[config.mk]
export PLATFORM = sky130hd
export DESIGN_NAME = hazard_fwd_ctrl
export DESIGN_NICKNAME = d
export VERILOG_FILES = /design/src/rtl/mips_pkg.sv /design/src/rtl/hazard_stage_rec.sv /design/src/rtl/hazard_fwd_ctrl.sv
export SDC_FILE = /design/constraint.sdc
export NUM_CORES = 1
export LEC_CHECK = 0
export ABC_AREA = 1
export BUFFER_PORTS_ARGS = -buffer_cell sky130_fd_sc_hd__buf_2
export CORE_ASPECT_RATIO = 0.75
export CORE_MARGIN = 2
export CORE_UTILIZATION = 40
export DETAILED_ROUTE_END_ITERATION = 8
export GPL_ROUTABILITY_DRIVEN = 0
export GPL_TIMING_DRIVEN = 0
export HOLD_SLACK_MARGIN = 0.05
export SLEW_MARGIN = 20
export SYNTH_ARGS = -nofsm -noshare
export SYNTH_HDL_FRONTEND = slang
export SYNTH_SLANG_ARGS = --single-unit
[constraint.sdc]
create_clock -name clk -period 3.9 [get_ports clk]
set_clock_uncertainty 0.2 [all_clocks]
set_input_delay 0.39 -clock clk [delete_from_list [all_inputs] [get_ports clk]]
set_output_delay 0.39 -clock clk [all_outputs]
set_load 0.005 [all_outputs]
[src/rtl/mips_pkg.sv]
// Shared definitions for the MIPS pipeline control blocks: operand-mux
// select encodings, the stage tracking record and the hazard FSM states.
package mips_pkg;

  // Operand-mux select encodings; 2'b11 has no mux arm and is never driven
  localparam logic [1:0] FWD_RF  = 2'b00;
  localparam logic [1:0] FWD_MEM = 2'b01;
  localparam logic [1:0] FWD_WB  = 2'b10;

  localparam int unsigned MIPS_REG_AW = 5;

  // One in-flight instruction as seen by the hazard unit
  typedef struct packed {
    logic                   valid;
    logic [MIPS_REG_AW-1:0] dest;
    logic                   reg_write;
    logic                   mem_read;
  } stage_rec_t;

  // Observability-only hazard state
  typedef enum logic {
    ST_RUN      = 1'b0,
    ST_LU_STALL = 1'b1
  } hz_state_t;

  // Nearest producer wins; a WB-stage producer reads back from the register
  // file because the write lands in the first half-cycle
  function automatic logic [1:0] fwd_pick(input logic hit_ex, input logic hit_mem);
    if (hit_ex)       return FWD_MEM;
    else if (hit_mem) return FWD_WB;
    else              return FWD_RF;
  endfunction

endpackage

[src/rtl/hazard_stage_rec.sv]
// Single pipeline-stage tracking record with hold and bubble controls.
module hazard_stage_rec
  import mips_pkg::*;
#(
  parameter int unsigned REG_AW = 5
) (
  input  logic              clk,
  input  logic              rst_n,
  input  logic              hold,
  input  logic              bubble,
  input  logic              in_valid,
  input  logic [REG_AW-1:0] in_dest,
  input  logic              in_reg_write,
  input  logic              in_mem_read,
  output logic              rec_valid,
  output logic [REG_AW-1:0] rec_dest,
  output logic              rec_reg_write,
  output logic              rec_mem_read
);

  // Hold while frozen, load an empty record on a bubble, otherwise advance
  always_ff @(posedge clk or negedge rst_n) begin
    if (!rst_n) begin
      rec_valid     <= 1'b0;
      rec_dest      <= '0;
      rec_reg_write <= 1'b0;
      rec_mem_read  <= 1'b0;
    end else if (!hold) begin
      if (bubble) begin
        rec_valid     <= 1'b0;
        rec_dest      <= '0;
        rec_reg_write <= 1'b0;
        rec_mem_read  <= 1'b0;
      end else begin
        rec_valid     <= in_valid;
        rec_dest      <= in_dest;
        rec_reg_write <= in_reg_write;
        rec_mem_read  <= in_mem_read;
      end
    end
  end

endmodule

[src/rtl/hazard_fwd_ctrl.sv]
// Forwarding and load-use hazard controller for the 5-stage MIPS pipeline.
// Tracks EX/MEM/WB destinations, registers operand-mux selects into EX,
// stalls one cycle on load-use and squashes on a taken branch.
module hazard_fwd_ctrl
  import mips_pkg::*;
#(
  parameter int unsigned REG_AW = 5,
  parameter int unsigned CNT_W  = 16
) (
  input  logic              clk,
  input  logic              rst_n,
  input  logic              ext_stall,
  input  logic              br_taken,
  input  logic              id_valid,
  input  logic [REG_AW-1:0] id_rs,
  input  logic [REG_AW-1:0] id_rt,
  input  logic              id_uses_rs,
  input  logic              id_uses_rt,
  input  logic [REG_AW-1:0] id_dest,
  input  logic              id_reg_write,
  input  logic              id_mem_read,
  output logic [1:0]        fwd_a_sel,
  output logic [1:0]        fwd_b_sel,
  output logic              stall,
  output logic              bubble_id_ex,
  output logic              flush_if_id,
  output logic [CNT_W-1:0]  lu_stall_cnt
);

  logic              ex_valid, mem_valid, wb_valid;
  logic [REG_AW-1:0] ex_dest, mem_dest, wb_dest;
  logic              ex_rw, mem_rw, wb_rw;
  logic              ex_mr, mem_mr, wb_mr;

  logic              hit_ex_rs, hit_ex_rt, hit_mem_rs, hit_mem_rt;
  logic              load_use;
  hz_state_t         state;

  function automatic logic rec_match(
    input logic              uses,
    input logic [REG_AW-1:0] src,
    input logic              rv,
    input logic              rw,
    input logic [REG_AW-1:0] dest
  );
    return uses && (src != '0) && rv && rw && (dest == src);
  endfunction

  hazard_stage_rec #(.REG_AW(REG_AW)) u_ex_rec (
    .clk(clk), .rst_n(rst_n), .hold(ext_stall), .bubble(bubble_id_ex),
    .in_valid(id_valid), .in_dest(id_dest), .in_reg_write(id_reg_write),
    .in_mem_read(id_mem_read),
    .rec_valid(ex_valid), .rec_dest(ex_dest), .rec_reg_write(ex_rw),
    .rec_mem_read(ex_mr)
  );

  hazard_stage_rec #(.REG_AW(REG_AW)) u_mem_rec (
    .clk(clk), .rst_n(rst_n), .hold(ext_stall), .bubble(1'b0),
    .in_valid(ex_valid), .in_dest(ex_dest), .in_reg_write(ex_rw),
    .in_mem_read(ex_mr),
    .rec_valid(mem_valid), .rec_dest(mem_dest), .rec_reg_write(mem_rw),
    .rec_mem_read(mem_mr)
  );

  hazard_stage_rec #(.REG_AW(REG_AW)) u_wb_rec (
    .clk(clk), .rst_n(rst_n), .hold(ext_stall), .bubble(1'b0),
    .in_valid(mem_valid), .in_dest(mem_dest), .in_reg_write(mem_rw),
    .in_mem_read(mem_mr),
    .rec_valid(wb_valid), .rec_dest(wb_dest), .rec_reg_write(wb_rw),
    .rec_mem_read(wb_mr)
  );

  // WB record is tracked for completeness; a WB hit resolves to the register file
  logic unused_wb;
  assign unused_wb = ^{wb_valid, wb_dest, wb_rw, wb_mr, mem_mr};

  // Producer matches and same-cycle hazard outputs, ext_stall > br_taken > load-use
  always_comb begin
    hit_ex_rs    = rec_match(id_uses_rs, id_rs, ex_valid, ex_rw, ex_dest);
    hit_ex_rt    = rec_match(id_uses_rt, id_rt, ex_valid, ex_rw, ex_dest);
    hit_mem_rs   = rec_match(id_uses_rs, id_rs, mem_valid, mem_rw, mem_dest);
    hit_mem_rt   = rec_match(id_uses_rt, id_rt, mem_valid, mem_rw, mem_dest);
    load_use     = id_valid && ex_mr && (hit_ex_rs || hit_ex_rt);
    stall        = !ext_stall && !br_taken && load_use;
    bubble_id_ex = !ext_stall && (br_taken || load_use);
    flush_if_id  = !ext_stall && br_taken;
  end

  // Register operand selects into EX; a bubbled slot gets register-file selects
  always_ff @(posedge clk or negedge rst_n) begin
    if (!rst_n) begin
      fwd_a_sel <= FWD_RF;
      fwd_b_sel <= FWD_RF;
    end else if (!ext_stall) begin
      if (bubble_id_ex) begin
        fwd_a_sel <= FWD_RF;
        fwd_b_sel <= FWD_RF;
      end else begin
        fwd_a_sel <= fwd_pick(hit_ex_rs, hit_mem_rs);
        fwd_b_sel <= fwd_pick(hit_ex_rt, hit_mem_rt);
      end
    end
  end

  // Saturating count of load-use stall cycles
  always_ff @(posedge clk or negedge rst_n) begin
    if (!rst_n) begin
      lu_stall_cnt <= '0;
    end else if (stall && (lu_stall_cnt != '1)) begin
      lu_stall_cnt <= lu_stall_cnt + CNT_W'(1);
    end
  end

  // Observability FSM: one LU_STALL cycle per load-use, held while frozen
  always_ff @(posedge clk or negedge rst_n) begin
    if (!rst_n) begin
      state <= ST_RUN;
    end else if (!ext_stall) begin
      case (state)
        ST_RUN:      state <= stall ? ST_LU_STALL : ST_RUN;
        ST_LU_STALL: state <= ST_RUN;
        default:     state <= ST_RUN;
      endcase
    end
  end

endmodule

==> Word level (Yosys, flattened, before mapping) <==
Index checks and enable logic that the tools add are counted.
Widths: inputs -> output; s select.
{ "op_classes": {"n_addsub": 1, "n_eq_ne": 5, "muxes": 10, "n_reduce_logical": 27} }
{ "ops": {"columns": ["op", "count"], "rows": [
  ["$logic_and 1x1->1", 21],
  ["$eq 5x5->1", 4],
  ["$add 16x1->16 const B", 1],
  ["$ne 16x16->1 const B", 1],
  ["$mux 2", 6],
  ["$reduce_bool 5->1", 2],
  ["$mux 5", 1],
  ["$mux 1", 3],
  ["$logic_not 1->1", 2],
  ["$logic_or 1x1->1", 2]
]} }
{ "word_totals": {"register_bits": 35, "inputBits": 24, "out_inout_bits": 23, "word_cells": 53} }

==> Longest topological paths before layout <==
Gate-level depths: netlist of the first run.
{ "depth": {"depth_word": 10, "ltp_mapped": 13, "depth_no_buf": 12} }

==> Cells and area by module <==
Synthesis of the first run repeated with hierarchy kept, for this count alone.
{ "unflattened": {"hier_cells": 295, "hier_area_um2": 2175.8} }
{ "modules_own_cells": {"columns": ["mod", "n_inst", "cells_each", "area_each_um2", "seq_area_each_um2"], "rows": [
  ["hazard_fwd_ctrl", 1, 227, 1532.7, 500.5],
  ["hazard_stage_rec", 2, 34, 321.6, 200.2]
]} }

==> Worst setup path after synthesis of the first run <==
OpenSTA, ideal clock, no wires.
{ "synth_timing": {"path_type": "register to register", "from": "register lu_stall_cnt[0]", "to": "register lu_stall_cnt[6]", "setup_ns": 0.065, "t_arrival_ns": 1.503, "required_time_ns": 3.635, "setup_slack_ns": 2.132, "path_stages_with_launch": 11, "n_path_buf": 1, "period_less_slack_ns": 1.768, "cell_sequence": "dfrtp_1 -> ha_1 -> nand3_2 -> nor2_4 -> nand3_2 -> nor2_4 -> inv_2 -> nand4_4 -> buf_6 -> nand2_1 -> nand2_1"} }
{ "synth_between": {"elab_chain_len": 2, "elab_cells_between_ends": 3, "cone_classes": "add/sub: 1; eq/ne: 1; reduce/logical: 1"} }
{ "synth_rtl": {"columns": ["element", "line_no", "text"], "rows": [
  ["start: declaration", "hazard_fwd_ctrl.sv:27", "output logic [CNT_W-1:0] lu_stall_cnt"],
  ["start signal: assignment", "hazard_fwd_ctrl.sv:110", "lu_stall_cnt <= lu_stall_cnt + CNT_W'(1);"],
  ["branches (longest 2 deep; another with $add 16x1->16)", null, null]
]} }
Several ways; the timed one is not identified.
A chain may end at the register's enable or synchronous reset.

==> Worst setup path in the final report of the first run <==
{ "layout_timing": {"from": "register u_ex_rec.rec_dest[4]", "to": "output bubble_id_ex"} }
{ "layout_between": {"elab_chain_len": 6, "elab_cells_between_ends": 8, "cone_classes": "eq/ne: 2; reduce/logical: 6"} }
{ "layout_rtl": {"columns": ["element", "line_no", "text"], "rows": [
  ["start: declaration", "hazard_stage_rec.sv:16", "output logic [REG_AW-1:0] rec_dest,"],
  ["start signal: assignment", "hazard_stage_rec.sv:36", "rec_dest <= in_dest;"],
  ["$eq 5x5->1", "hazard_fwd_ctrl.sv:46", "return uses && (src != '0) && rv && rw && (dest == src);"],
  ["$logic_and 1x1->1", "hazard_fwd_ctrl.sv:46", null],
  ["$logic_or 1x1->1 *", "hazard_fwd_ctrl.sv:83", "load_use = id_valid && ex_mr && (hit_ex_rs || hit_ex_rt);"],
  ["$logic_and 1x1->1 *", "hazard_fwd_ctrl.sv:83", null],
  ["$logic_or 1x1->1 *", "hazard_fwd_ctrl.sv:85", "bubble_id_ex = !ext_stall && (br_taken || load_use);"],
  ["$logic_and 1x1->1 *", "hazard_fwd_ctrl.sv:85", null],
  ["end: declaration", "hazard_fwd_ctrl.sv:25", "output logic bubble_id_ex,"]
]} }
Mark *: on every way between the ends. The rest lies on a longest branch, timed or not.

==> impl_summary.log, run 1 <==
[metrics] sequential element share of the synthesized area: 40.5%
[metrics] clock period minus final worst setup slack: 2.19 ns
[metrics] cell type contributing the most total cell area after synthesis: dfrtp_1
[metrics] fin worst setup slack: 1.71 ns
[metrics] # fillers: 548
[metrics] EDFF count, synth: 0
[metrics] Post-Place Cell Area: 0.00249 sq mm
[metrics] worst skew pair latency: 0.28 ns
[metrics] CORE AREA: 0.00527 sq mm
[metrics] setup total negative slack: 0 ns
[metrics] count of pins on the block boundary: 47
[metrics] startpoint of the worst register-to-register path: lu_stall_cnt[0]$_DFFE_PN0P_
[metrics] actual transition at the worst max-transition pin: 0.782 ns
[metrics] path type of the worst setup path: reg -> out
[metrics] required time at the worst-slack endpoint: 3.31 ns
[metrics] routed wire length: 4.99 mm
[metrics] routed len/inst: 11.8 um
[metrics] number of distinct standard cells referenced by the synthesized netlist: 23
[metrics] final setup violation count: 0
[metrics] drt first-iter violations: 90
[metrics] final layout net count: 374
[metrics] post-placement worst setup slack: 1.87 ns
[metrics] vias post-DR: 1935
[metrics] Resized cells post-CTS: 0
[metrics] area fraction of the dominant cell type after synthesis: 40.5%
[metrics] PortBufs: 46
[metrics] effective utilization at floorplan: 41.1%
[metrics] mapped cell area: 0.00216 sq mm
[metrics] top cells by area, synth: dfrtp_1 (41%), nand2_1 (19%), xor2_1 (5.7%)
[metrics] Num CTS Buffers: 5
[metrics] register cell area after layout: 876 sq um
[metrics] top fanout value on the critical path: 4
[metrics] DIE HEIGHT: 67.7 um
[metrics] worst ir drop on vdd: 0.117 mV
[metrics] # DRC: 0
[metrics] Critical Path Sink Type: output port
[metrics] full die area: 0.00602 sq mm
[metrics] largest net degree at the start of global routing: 36
[metrics] number of sinks driven by the clock tree: 35
[metrics] ANT nets after route: 0
[metrics] setup repair after global routing missed its margin: false
[metrics] startpoint type of the worst setup path: flop
[metrics] width of the chip: 88.9 um
[metrics] clock-pin slew on the worst setup and hold paths: 0.07 ns
[metrics] number of H-tree levels: 2
[metrics] number of global-route vias before repair: 1728
[metrics] Post-DP HPWL: 3.85 mm
[metrics] start point of the worst hold path: id_dest[1]
[metrics] HP Class: in -> reg
[metrics] Synthesis Warnings: 0
[metrics] count of TritonRoute iterations in the first routing pass: 4
[metrics] top achievable clock speed: 457 MHz
[metrics] CP Launch Point: u_ex_rec.rec_dest[4]$_DFFE_PN0N_
[metrics] Mapped Cells: 295
[metrics] max capacitance violation total: 0
[metrics] most instantiated library cell after synthesis: nand2_1
[metrics] synthesis-stage register bit count: 35
[metrics] main flop type after synthesis: dfrtp_1
[metrics] status: finished, final reports clean
[metrics] Worst Hold Margin: 0.139 ns
[metrics] CTS max path bufs: 2
[metrics] first-pass GRT wire length: 8.21 mm
[metrics] power per unit of standard cell area: 288 mW/mm^2
[metrics] combined global-route utilization of all metal layers: 17.8%
[metrics] Via-to-Cell Ratio: 4.56
[metrics] buffer cell driving the clock tree root: clkbuf_8
[metrics] net count after synthesis: 320
[metrics] average size of a mapped cell: 7.33 sq um
[metrics] area added between synthesis and finish: 19.5%
[metrics] Post-synth ARST share: 100%
[metrics] headroom to the max-slew limit: 47.9%
[metrics] number of antenna violations at the first check in global routing: 0
[metrics] antenna cell count: 0
[metrics] CP Data Arrival Time: 1.60 ns
[metrics] aggregate global routing overflow: 0
[metrics] multi-input gate area in the final layout: 0.00113 sq mm
[metrics] Leakage: 0.00142 uW
[metrics] Finished Cell Area: 0.00258 sq mm
[metrics] CTS tree: yes
[metrics] Core Rows: 23
[metrics] count of endpoints failing hold in the final timing report: 0
[metrics] fraction of final layout cells sized beyond drive strength 1: 20.6%
[metrics] Synth top cells by count: nand2_1 (110), dfrtp_1 (35), inv_1 (27), nor2_1 (27), nand3_1 (24)
[metrics] final number of max-transition violations: 0
[metrics] portion of the clock cycle consumed by the worst path in the final layout: 56.2%
==> cell families after synthesis <==
group / Yosys count / synth area share (%)
adder cells (fa/ha/maj): 1 / 0.579
flip-flops: 35 / 40.5
AND/OR/NAND/NOR: 181 / 37.8
buffers and inverters: 37 / 7.12
XOR/XNOR: 26 / 10.5
AO/OA/AOI/OAI: 15 / 3.47
==> cells in the final DEF (no fill, tap or decap), types with 2 or more instances in the layout <==
cell      netlist  layout
nor2_2          2       2
nor3_1          4       4
inv_2           5       5
nand3_2         4       4
nor2_1         27      27
inv_1          27      27
buf_2           0      46
nor2_4          3       3
buf_6           2       2
dfrtp_1        35      35
clkbuf_8        0       6
nand3_1        24      24
clkbuf_1        3       3
nand4_1         2       2
o21ai_0        14      14
xor2_1         14      14
xnor2_1        12      12
nand2_1       110     110
==> through the flow <==
stage	power, uW	utilization (%)	cells
final	744	49.1	424
after floorplan	447	-	295
after CTS	755	49.1	424
after detailed placement	488	47.2	416
after global routing	784	49.1	424
after global placement	486	47.2	416
==> repair_timing <==
item / 4_1_cts / 5_1_grt
hold buffers: 1 / 0
hold endpoints to repair: 35 / 0
setup buffers: 0 / 0
==> critical path, stage by stage, from the launching register on <==
cell and delay, ns:
dfrtp_1 0.42, inv_2 0.09, nand2_1 0.05, nand2_1 0.05, nand2_1 0.05, nor2_1 0.13
nand3_2 0.10, nand2_4 0.11, nand3_1 0.11, nand2_1 0.09, buf_2 0.11
==> final timing paths <==
kind | endpoint | slack (ns) | cells after the start
max | bubble_id_ex | 1.71 | 10
min | u_ex_rec.rec_dest[1]$_DFFE_PN0N_ | 0.14 | 3
max reg2reg | lu_stall_cnt[6]$_DFFE_PN0P_ | 1.92 | 10
min reg2reg | fwd_a_sel[0]$_DFFE_PN0N_ | 0.28 | 2
max in group asynchronous | u_mem_rec.rec_dest[2]$_DFFE_PN0N_ | 2.47 | 2
min in group asynchronous | u_ex_rec.rec_dest[1]$_DFFE_PN0N_ | 0.52 | 2
==> registers in the layout, indices dropped and copies added, names as in the netlist <==
signal and cells:
u_mem_rec.rec_dest 5, u_ex_rec.rec_reg_write 1, u_ex_rec.rec_mem_read 1, lu_stall_cnt 16
u_mem_rec.rec_valid 1, fwd_b_sel 2, u_ex_rec.rec_valid 1, u_ex_rec.rec_dest 5
fwd_a_sel 2, u_mem_rec.rec_reg_write 1
==> layout make-up <==
class	instances	area share [%]
Clock buffer	6	3.20
Timing Repair Buffer	47	9.30
Tap cell	75	3.63
Inverter	32	4.65
Sequential cell	35	33.9
Clock inverter	1	0.194
Multi-Input combinational cell	223	43.8
Buffer	5	1.31
==> power breakdown <==
part / internal, uW / leakage, uW / switching, uW / total, uW
Combinational: 35.7 / 0.000896 / 56.1 / 91.8
Clock: 138 / 0.0000470 / 125 / 263
Sequential: 377 / 0.000475 / 12.4 / 389
==> metal layers <==
layer	share of wire (%)	vias up	global-route usage [%]
li1	-	1028	-
met1	55	857	28.0
met2	40	45	24.3
met3	4.9	5	3.79
met4	0.64	0	4.36
met5	0	-	0
(Power assumes the default switching activity.)
==> run 2, diff against run 1 <==
clock period = 1.8 ns   (was 3.9 ns; I/O delays follow)
==> run 2 against run 1 <==
  * The run now ends with setup timing left
  * Flip-flop and latch count unchanged
  * Wire length increased by 6.2%
  * Clock power increased by 120%
  * Non-clock buffer count increased by 20
  * Total power increased by 120%
  * Core utilization increased by 4.9 points
  * Global-route usage increased by 0.88 points
  * Sequential power increased by 120%
  * Critical endpoint unchanged
==> impl_summary.log, run 2 (synthesized netlist as in run 1, its figures left out) <==
[metrics] status: finished with violations
[metrics] failing checks: setup timing
[metrics] post-layout power: 1630 uW
[metrics] final setup violation count: 19
[metrics] number of sinks driven by the clock tree: 35
[metrics] Critical Path Sink Type: output port
[metrics] first-pass GRT wire length: 8.57 mm
[metrics] CTS tree: yes
[metrics] DIE HEIGHT: 67.7 um
[metrics] top achievable clock speed: 521 MHz
[metrics] worst ir drop on vdd: 0.262 mV
[metrics] ANT nets after route: 0
[metrics] # DRC: 0
[metrics] CP Data Arrival Time: 1.54 ns
[metrics] largest net degree at the start of global routing: 36
[metrics] routed wire length: 5.30 mm
[metrics] final instance count without filler cells: 444
[metrics] Core Rows: 23
[metrics] worst skew pair latency: 0.29 ns
[metrics] final layout net count: 394
[metrics] leading cell types in the layout, fill and taps excluded: nand2_1 (98), buf_2 (45), dfrtp_1 (34), inv_1 (26), nor2_1 (24)
[metrics] Post-DP HPWL: 3.85 mm
[metrics] register ranked first by flip-flop count: lu_stall_cnt
[metrics] width of the chip: 88.9 um
[metrics] area added between synthesis and finish: 31.4%
[metrics] routed len/inst: 11.9 um
[metrics] HP Class: in -> reg
[metrics] startpoint type of the worst setup path: flop
[metrics] max capacitance violation total: 0
[metrics] number of global-route vias before repair: 1822
[metrics] clock period minus final worst setup slack: 1.92 ns
[metrics] clock-pin slew on the worst setup and hold paths: 0.07 ns
[metrics] headroom to the max-slew limit: 48.4%
[metrics] portion of the clock cycle consumed by the worst path in the final layout: 107%
[metrics] placed insts: 416
[metrics] top fanout value on the critical path: 4
[metrics] register cell area after layout: 877 sq um
[metrics] setup total negative slack: -1.20 ns
[metrics] # fillers: 529
[metrics] full die area: 0.00602 sq mm
[metrics] combined global-route utilization of all metal layers: 18.7%
[metrics] Num CTS Buffers: 5
[metrics] fraction of final layout cells sized beyond drive strength 1: 28.2%
[metrics] count of endpoints failing hold in the final timing report: 0
[metrics] required time at the worst-slack endpoint: 1.42 ns
[metrics] aggregate global routing overflow: 0
[metrics] final number of max-transition violations: 0
[metrics] Leakage: 0.00152 uW
[metrics] drt first-iter violations: 104
[metrics] effective utilization at floorplan: 41.1%
[metrics] number of flip-flops in the largest register: 16
[metrics] CTS max path bufs: 2
[metrics] vias post-DR: 2041
[metrics] PortBufs: 46
[metrics] power per unit of standard cell area: 574 mW/mm^2
[metrics] CORE AREA: 0.00527 sq mm
[metrics] count of pins on the block boundary: 47
[metrics] actual transition at the worst max-transition pin: 0.774 ns
[metrics] most common cell after layout, fill and taps aside: nand2_1
[metrics] number of H-tree levels: 2
[metrics] buffer cell driving the clock tree root: clkbuf_8
[metrics] count of TritonRoute iterations in the first routing pass: 4
[metrics] fin worst setup slack: -0.120 ns
[metrics] antenna cell count: 0
[metrics] registers with the most flip-flops: lu_stall_cnt x16, u_ex_rec.rec_dest x5, u_mem_rec.rec_dest x5
[metrics] setup repair after global routing missed its margin: true
[metrics] path type of the worst setup path: reg -> out
[metrics] number of antenna violations at the first check in global routing: 0
[metrics] Via-to-Cell Ratio: 4.60
[metrics] multi-input gate area in the final layout: 0.00119 sq mm
[run 2: changes by cell type in the layout (fill, tap and decap cells not counted), moves of 2 or more]
cell and change:
nand3_1 -2, buf_6 +7, buf_4 +6, nor2_2 +3, nor2_1 -3, dlygate4sd3_1 +8, nand2_2 +12, nand2_1 -12
[run 2: worst max-delay path, cell delays in order (launching register included)]
cell and delay, ns:
dfrtp_1 0.38, inv_1 0.09, nand2_1 0.07, nand3_1 0.09
nor2_2 0.14, nand3_2 0.11, nand2_4 0.10, nand3_2 0.08
nand2_1 0.09, buf_2 0.11
[run 2: worst paths after layout]
kind | to | slack (ns) | cells after the start | start
setup / recovery | bubble_id_ex | -0.12 | 9 | u_ex_rec.rec_dest[1]$_DFFE_PN0N_
hold / removal | fwd_a_sel[0]$_DFFE_PN0N_ | 0.12 | 5 | id_uses_rs
min in group asynchronous | u_ex_rec.rec_dest[1]$_DFFE_PN0N_ | 0.30 | 2 | rst_n
max in group asynchronous | lu_stall_cnt[2]$_DFFE_PN0P_ | 0.55 | 2 | rst_n
setup reg to reg | lu_stall_cnt[6]$_DFFE_PN0P_ | -0.07 | 12 | u_ex_rec.rec_dest[1]$_DFFE_PN0N_
hold reg to reg | fwd_a_sel[0]$_DFFE_PN0N_ | 0.28 | 2 | fwd_a_sel[0]$_DFFE_PN0N_
[run 2: cell type report]
type / instances / area share (%)
clock buffer: 6 / 2.91
multi-input combinational: 223 / 41.9
sequential: 35 / 30.9
buffer: 5 / 1.19
tap: 75 / 3.30
timing repair buffer: 67 / 15.5
clock inverter: 1 / 0.176
inverter: 32 / 4.23
[run 2: timing repair]
action | 4_1_cts | 5_1_grt
pin swaps | 5 | 8
buffers inserted | 10 | 0
resized for setup | 14 | 16
gates cloned | 1 | 1
endpoints found under the hold margin | 43 | 0
endpoints found under the setup margin | 25 | 28
hold buffers | 9 | 0
[run 2: power breakdown]
group,leakage [uW],internal [uW],switching [uW],total [uW]
Combinational,0.00100,89.2,125,214
Clock,0.0000470,300,274,574
Sequential,0.000474,816,26.4,843
Total,0.00152,1210,425,1630
[run 2: per-stage QoR]
stage / area (sq um) / setup WS (ns) / util (%) / hold slack [ns]
floorplan: 2160 / 0.0317 / - / -0.316
global placement: 2490 / -0.171 / 47.2 / 0.111
detailed placement: 2490 / -0.185 / 47.2 / 0.117
CTS: 2790 / -0.155 / 53.0 / 0.116
global route: 2840 / -0.258 / 54.0 / 0.171
finish: 2840 / -0.120 / 54.0 / 0.119
[run 2: per-layer routing]
metal  up-vias  GRT usage [%]  share of wire [%]
li1       1065              -                  -
met1       914           29.0                 53
met2        52           25.9                 40
met3        10           3.79                5.0
met4         0           4.92                1.3
met5         -              0                  0
